<file path="src/rtl/lpm_demux_stream.sv">
// rtl/lpm_demux_stream.sv - streaming demux: one tagged input stream steered to lpm_size valid/ready channels
// Ports: clock, aclr_n (async active-low), clken; data/sel/in_valid/in_ready input handshake;
//        result (shared head payload), result_valid (one-hot per channel), result_ready (per channel);
//        drop_count (out-of-range beat counter, live only with LPM_DEMUX_STREAM_DROP_COUNT_EN defined)
module lpm_demux_stream #(
  parameter int lpm_width  = 32,
  parameter int lpm_size   = 4,
  parameter int lpm_widths = 2
) (
  input  logic                  clock,
  input  logic                  aclr_n,
  input  logic                  clken,
  input  logic [lpm_width-1:0]  data,
  input  logic [lpm_widths-1:0] sel,
  input  logic                  in_valid,
  output logic                  in_ready,
  output logic [lpm_width-1:0]  result,
  output logic [lpm_size-1:0]   result_valid,
  input  logic [lpm_size-1:0]   result_ready,
  output logic [15:0]           drop_count
);

  logic [1:0]            count_q, count_d;
  logic                  wr_ptr_q, wr_ptr_d;
  logic                  rd_ptr_q, rd_ptr_d;
  logic                  in_ready_q, in_ready_d;
  logic [lpm_widths-1:0] sel_mem_q [2];
  logic [lpm_widths-1:0] sel_mem_d [2];
  logic [lpm_width-1:0]  data_mem_q [2];
  logic [lpm_width-1:0]  data_mem_d [2];

  logic                  not_empty;
  logic [lpm_widths-1:0] head_sel;
  logic                  head_ready;
  logic                  accept;
  logic                  in_range;
  logic                  push;
  logic                  pop;

  always_comb begin
    not_empty = (count_q != 2'd0);
    head_sel  = sel_mem_q[rd_ptr_q];
    accept    = clken && in_valid && in_ready_q;
    in_range  = (int'(sel) < lpm_size);
    push      = accept && in_range;

    // Only the head's own channel may pop it; other channels' ready is ignored.
    head_ready = 1'b0;
    for (int k = 0; k < lpm_size; k++) begin
      head_ready = head_ready | (result_ready[k] && (int'(head_sel) == k));
    end
    pop = clken && not_empty && head_ready;

    count_d  = count_q + 2'(push) - 2'(pop);
    wr_ptr_d = wr_ptr_q ^ push;
    rd_ptr_d = rd_ptr_q ^ pop;
    // Hold in_ready_q while disabled so it first rises on an enabled edge after reset.
    in_ready_d = clken ? (count_d != 2'd2) : in_ready_q;

    sel_mem_d  = sel_mem_q;
    data_mem_d = data_mem_q;
    if (push) begin
      sel_mem_d[wr_ptr_q]  = sel;
      data_mem_d[wr_ptr_q] = data;
    end
  end

  always_ff @(posedge clock or negedge aclr_n) begin
    if (!aclr_n) begin
      count_q    <= 2'd0;
      wr_ptr_q   <= 1'b0;
      rd_ptr_q   <= 1'b0;
      in_ready_q <= 1'b0;
      sel_mem_q  <= '{default: '0};
      data_mem_q <= '{default: '0};
    end else begin
      count_q    <= count_d;
      wr_ptr_q   <= wr_ptr_d;
      rd_ptr_q   <= rd_ptr_d;
      in_ready_q <= in_ready_d;
      sel_mem_q  <= sel_mem_d;
      data_mem_q <= data_mem_d;
    end
  end

  // Outputs derive from state only (plus the clken gate), so result holds while clken is low.
  always_comb begin
    in_ready = in_ready_q && clken;
    result   = not_empty ? data_mem_q[rd_ptr_q] : '0;
    for (int k = 0; k < lpm_size; k++) begin
      result_valid[k] = clken && not_empty && (int'(head_sel) == k);
    end
  end

`ifdef LPM_DEMUX_STREAM_DROP_COUNT_EN
  logic [15:0] drop_count_q, drop_count_d;

  always_comb begin
    drop_count_d = drop_count_q;
    if (accept && !in_range && (drop_count_q != 16'hFFFF)) begin
      drop_count_d = drop_count_q + 16'd1;
    end
  end

  always_ff @(posedge clock or negedge aclr_n) begin
    if (!aclr_n) begin
      drop_count_q <= 16'd0;
    end else begin
      drop_count_q <= drop_count_d;
    end
  end

  assign drop_count = drop_count_q;
`else
  assign drop_count = 16'd0;
`endif

endmodule

</file>
<file path="config.mk">
export PLATFORM = sky130hd
export DESIGN_NAME = lpm_demux_stream
export DESIGN_NICKNAME = d
export VERILOG_FILES = /design/src/rtl/lpm_demux_stream.sv
export SDC_FILE = /design/constraint.sdc
export NUM_CORES = 1
export LEC_CHECK = 0
export BUFFER_PORTS_ARGS = -buffer_cell sky130_fd_sc_hd__buf_2
export CAP_MARGIN = 20
export CORE_ASPECT_RATIO = 1.4
export CORE_MARGIN = 10
export CORE_UTILIZATION = 49
export CTS_BUF_LIST = sky130_fd_sc_hd__clkbuf_4 sky130_fd_sc_hd__clkbuf_8
export CTS_CLUSTER_SIZE = 8
export DETAILED_ROUTE_END_ITERATION = 10
export PLACE_DENSITY = 0.82
export SYNTH_ARGS = -nofsm -noshare
export SYNTH_HDL_FRONTEND = slang
export SYNTH_SLANG_ARGS = --single-unit
</file>
<file path="constraint.sdc">
create_clock -name clock -period 1.9 [get_ports clock]
set_input_delay 0.095 -clock clock [delete_from_list [all_inputs] [get_ports clock]]
set_output_delay 0.095 -clock clock [all_outputs]
set_load 0.005 [all_outputs]
</file>
Word-level counts from Yosys, hierarchy flattened
Cells that the tools add are included.
Storage, ports and cells
  flip-flop bits (word level): 73
  input bits: 42
  output and inout bits: 53
  logic and storage cells: 53
Operators by class
  add/sub/neg operators: 2
  magnitude comparators: 3
  equality and inequality tests: 4
  muxes and demuxes: 13
  bitwise operators: 7
  reductions and logical operators: 16
Operator list (count)
  two-way mux 32 bit: 5
  bitwise mux 64 bit: 1
  demux 32 bit (select 1 bit): 1
  logical AND 1 bit: 14
  two-way mux 2 bit: 4
  bitwise mux 4 bit: 1
  equality test 2 bit, second input constant: 2
  >= comparator 2 bit, second input constant: 2
  inverter 1 -> 2 bit: 2
  OR 1 bit: 3
  adder 2 x 1 -> 2 bit: 1
  demux 2 bit (select 1 bit): 1
  equality test 2 x 1 -> 1 bit, second input constant: 1
  logical NOT 2 bit: 1
  < comparator 2 x 1 -> 1 bit, second input constant: 1
  inequality test 2 bit, second input constant: 1
  nonzero test 2 bit: 1
  subtractor 2 x 1 -> 2 bit: 1
  bitwise XOR 1 bit: 2

Depth between registers and ports, before layout
  word-level depth: 12
  depth in mapped cells: 10
  mapped depth without buffers: 10

Worst setup path before layout
Ideal clock, no wire load.
  kind: reg-to-reg
  start: reg rd_ptr_q
  end: reg in_ready_q
  setup time: 0.129 ns
  arrival: 1.821 ns
  data required time: 1.771 ns
  slack: -0.049 ns
  cell stages (with the launch flop): 11
  path buffers: 0
  clock period less this slack: 1.949 ns
  cell sequence: dfrtp_1 nand2b_4 o32ai_2 a21oi_1 a31oi_2 ha_1 inv_1 ha_1 xnor2_1 xnor2_1 a31oi_1
On the way
  longest elaborated chain between the ends: 12
  elaborated cells on any way between the ends: 18
  those cells by class: add/sub (1); eq/ne (4); mux (3); bitwise (4); reduce/logical (6)
Ends and longest elaborated chain
  start: declaration: RTL line 25  | logic rd_ptr_q, rd_ptr_d;
  start signal: assignment: RTL line 79  | rd_ptr_q <= rd_ptr_d;
  inverter 1 -> 2 bit (not written as such) (*): RTL line 42  | head_sel = sel_mem_q[rd_ptr_q];
  two-way mux 2 bit (not written as such) (*) (3 in series): RTL line 42
  equality test 2 bit / logical NOT 2 bit (equally long branches): RTL line 50  | head_ready = head_ready | (result_ready[k] && (int'(head_sel) == k));
  logical AND 1 bit: RTL line 50
  OR 1 bit (2 in series): RTL line 50
  OR 1 bit (*): RTL line 50
  logical AND 1 bit (*): RTL line 52  | pop = clken && not_empty && head_ready;
  subtractor 2 x 1 -> 2 bit (*): RTL line 54  | count_d = count_q + 2'(push) - 2'(pop);
  via count_d[1]: RTL line 23  | logic [1:0] count_q, count_d;
  inequality test 2 bit (*): RTL line 58  | in_ready_d = clken ? (count_d != 2'd2) : in_ready_q;
  end signal: assignment: RTL line 80  | in_ready_q <= in_ready_d;
  end: declaration: RTL line 26  | logic in_ready_q, in_ready_d;
The timed path passes the listed nets; every way through them passes the cells marked *. The select of a mux whose other input is x is not followed.
A chain may end at the register's enable or synchronous reset.

Worst setup path in the final report
Ends and elaborated chain as after synthesis.

==> qor.csv <==
metric;value;unit
status;finished, violations left;
failed_checks;negative setup slack;
synth.area.mux_share;0.3107;
grt_pass1_wl;13170;um
drc;0;
drv_slew;0;
chipHeight;120.4;um
clock.fmax;0.4911;GHz
crit_type;register to register;
regToRegEndpoint;in_ready_q$_DFFE_PN0P_;
clk_pin_slew;0.07;ns
synth_xor_area_frac;0.007449;
rsz0062_at_grt;true;
grt_use_total;0.1456;
synth-simple-area-share;0.06740;
p_leak;2.234;nW
fill_cells;533;
min_period_over_period;1.072;
grt_max_degree;74;
seq_area_frac_synth;0.5179;
utilization;0.6608;
place_congestion;0.7464;
ant_nets;0;
drt_iter0_markers;71;
clk-insertion-delay-late;0.34;ns
critPathCaptureType;register;
syn_inst;280;
placeableCoreArea;6982;um2
synth_cell_types;30;
overflow;0;
period_minus_slack;2.036;ns
grt_antenna_before_repair;0;
clockBufferDepth;2;
synth-seq-cells;73;
finalHoldViolations;0;
route.vias.total;2481;
synthAdderAreaFrac;0.01419;
cts_tree;built;
start_util;0.5052;
skew;0.005104;ns
cts_buffers;9;
p_total;0.007420;W
netlist_area;3527;um2
place_hpwl;5473;um
synth_top_family_by_area;multiplexers;
htreeDepth;3;
drt_wl_total;7959;um
nNetsFinal;449;
cp-start-kind;register;
startpoint;rd_ptr_q$_DFF_PN0_;
setup_violations;2;
r2r_start;rd_ptr_q$_DFF_PN0_;
grt_pass1_vias;2773;
rows;36;
cts-root-buf;clkbuf_8;
multi_input_area;1579;um2
io_pins;95;
ff2ff_setup_slack;-0.14;ns
worst-endpoint-required;2.12;ns
postSynthAreaPerCell;12.60;um2
fin_ws;-0.1363;ns
p_per_area;1608;nW/um2
drtPass1Iterations;4;
drv_cap;0;
arrival;2.25;ns
crit_fanout;8;
portBuffers;78;
reg2reg_depth;10;
drive_gt1_frac;0.4730;
syn_to_final_growth;30.79;%
crit_end;in_ready_q$_DFFE_PN0P_;
synth-compound-area-share;0.01738;
chipWidth;91.71;um
vias_per_cell;4.932;
clock_sinks;73;
yosys_warnings;0;
wl_per_cell;15.82;um
seq_area;1828;um2
die-area;11040;um2
ir_drop;0.0009393;V
num_antenna_cells;0;
hold_class;input pin to register;
-- worst max-delay path: stages (launching register included) --
cell and delay (ns):
dfrtp_2 0.45, nand2b_4 0.16, o32ai_4 0.21, a21oi_2 0.06
a31oi_2 0.20, ha_1 0.26, inv_2 0.07, ha_4 0.13
xnor2_2 0.12, xnor2_1 0.16, a31oi_1 0.10
-- where the power goes --
group          total, W  leakage, nW  switching, W  internal, W
clock network   0.00110        0.100      0.000528     0.000568
registers       0.00281        0.863      0.000460      0.00235
logic           0.00351         1.27       0.00157      0.00194
-- worst min path at each step --
stage	start	end	slack, ns	cells past startpoint
floorplan	aclr_n	count_q[0]$_DFF_PN0_	-0.20	0
global placement	aclr_n	data_mem_q[53]$_DFFE_PN0P_	0.14	2
detailed placement	aclr_n	data_mem_q[17]$_DFFE_PN0P_	0.17	2
CTS	data[18]	data_mem_q[18]$_DFFE_PN0P_	0.001	2
global route	sel[0]	sel_mem_q[2]$_DFFE_PN0P_	0.002	2
finish	sel[0]	sel_mem_q[2]$_DFFE_PN0P_	0.02	2
-- repair_timing --
action | CTS | global route
gates resized for setup | 0 | 6
pin swaps | 1 | 2
endpoints found under the hold margin | 129 | 0
setup buffers | 3 | 1
hold buffers | 32 | 0
endpoints found under the setup margin | 2 | 3
-- synthesized netlist by cell type --
library cell,count,area [um2]
dfrtp_1,73,1827
mux2_2,68,765.7
nor2_1,39,146.4
mux2i_1,33,330.3
buf_4,19,142.6
buf_2,6,30.03
inv_1,6,22.52
clkbuf_1,5,18.77
ha_1,4,50.05
nand2_1,3,11.26
a31oi_1,2,12.51
nand2b_1,2,12.51
o21ai_1,2,10.01
xnor2_1,2,17.52
a21oi_1,1,5.000
a31oi_2,1,12.51
and2_1,1,6.260
and2_2,1,7.510
and3_1,1,6.260
and4b_1,1,10.01
buf_6,1,11.26
conb_1,1,3.750
nand2b_4,1,13.76
nand3_1,1,5.000
nor3_1,1,5.000
nor3b_1,1,7.510
o21ai_0,1,5.000
o32ai_2,1,16.27
or2_1,1,6.260
xor2_1,1,8.760
-- metal layers --
metal / track usage / routed length, um / vias to the layer above
li1: - / - / 1173
met1: 0.1466 / 2978 / 1235
met2: 0.2665 / 4318 / 62
met3: 0.04582 / 510 / 11
met4: 0.06673 / 152 / 0
met5: 0 / 0 / -
-- stage by stage --
stage	hold slack (ns)	setup TNS [ns]	cell area [um2]	std cells	setup WS (ns)
CTS	0.001080	-0.2416	4571	502	-0.1871
detailed placement	0.1662	-0.3293	4046	451	-0.2335
global placement	0.1447	-0.1412	4046	451	-0.1378
global route	0.002055	-0.4383	4613	503	-0.2850
floorplan	-0.2006	-0.03236	3588	295	-0.03236
finish	0.02066	-0.1413	4613	503	-0.1363
-- final cells by class --
type | instances | area share
Sequential cell | 73 | 0.3963
Clock inverter | 3 | 0.003255
Clock buffer | 13 | 0.03607
Inverter | 6 | 0.004882
Tap cell | 95 | 0.02577
Timing Repair Buffer | 128 | 0.1915
Multi-Input combinational cell | 185 | 0.3423
-- layout by cell type (no fill, tap or decap), drive strengths merged, types with 2 or more instances in the layout --
cell type     n
buf          96
dfrtp        73
mux2         68
nor2         39
mux2i        33
dlygate4sd3  32
conb         16
clkbuf       13
inv           6
ha            4
nand2         3
clkinv        3
a31oi         3
o21ai         3
nand2b        3
xnor2         2
and2          2
-- cell families after synthesis --
| group | count (synthesis) |
|---|---|
| multiplexers | 101 |
| flip-flops | 73 |
| AND/OR/NAND/NOR | 53 |
| buffers and inverters | 37 |
| AO/OA/AOI/OAI | 8 |
| adder cells (fa/ha/maj) | 4 |
| XOR/XNOR | 3 |
| other | 1 |
-- sequential cells by signal, indices dropped and copies added (netlist names) --
register and cells:
rd_ptr_q 1, in_ready_q 1, count_q 2, wr_ptr_q 1
sel_mem_q 4, data_mem_q 64
Power figures use the tool's default switching activity.
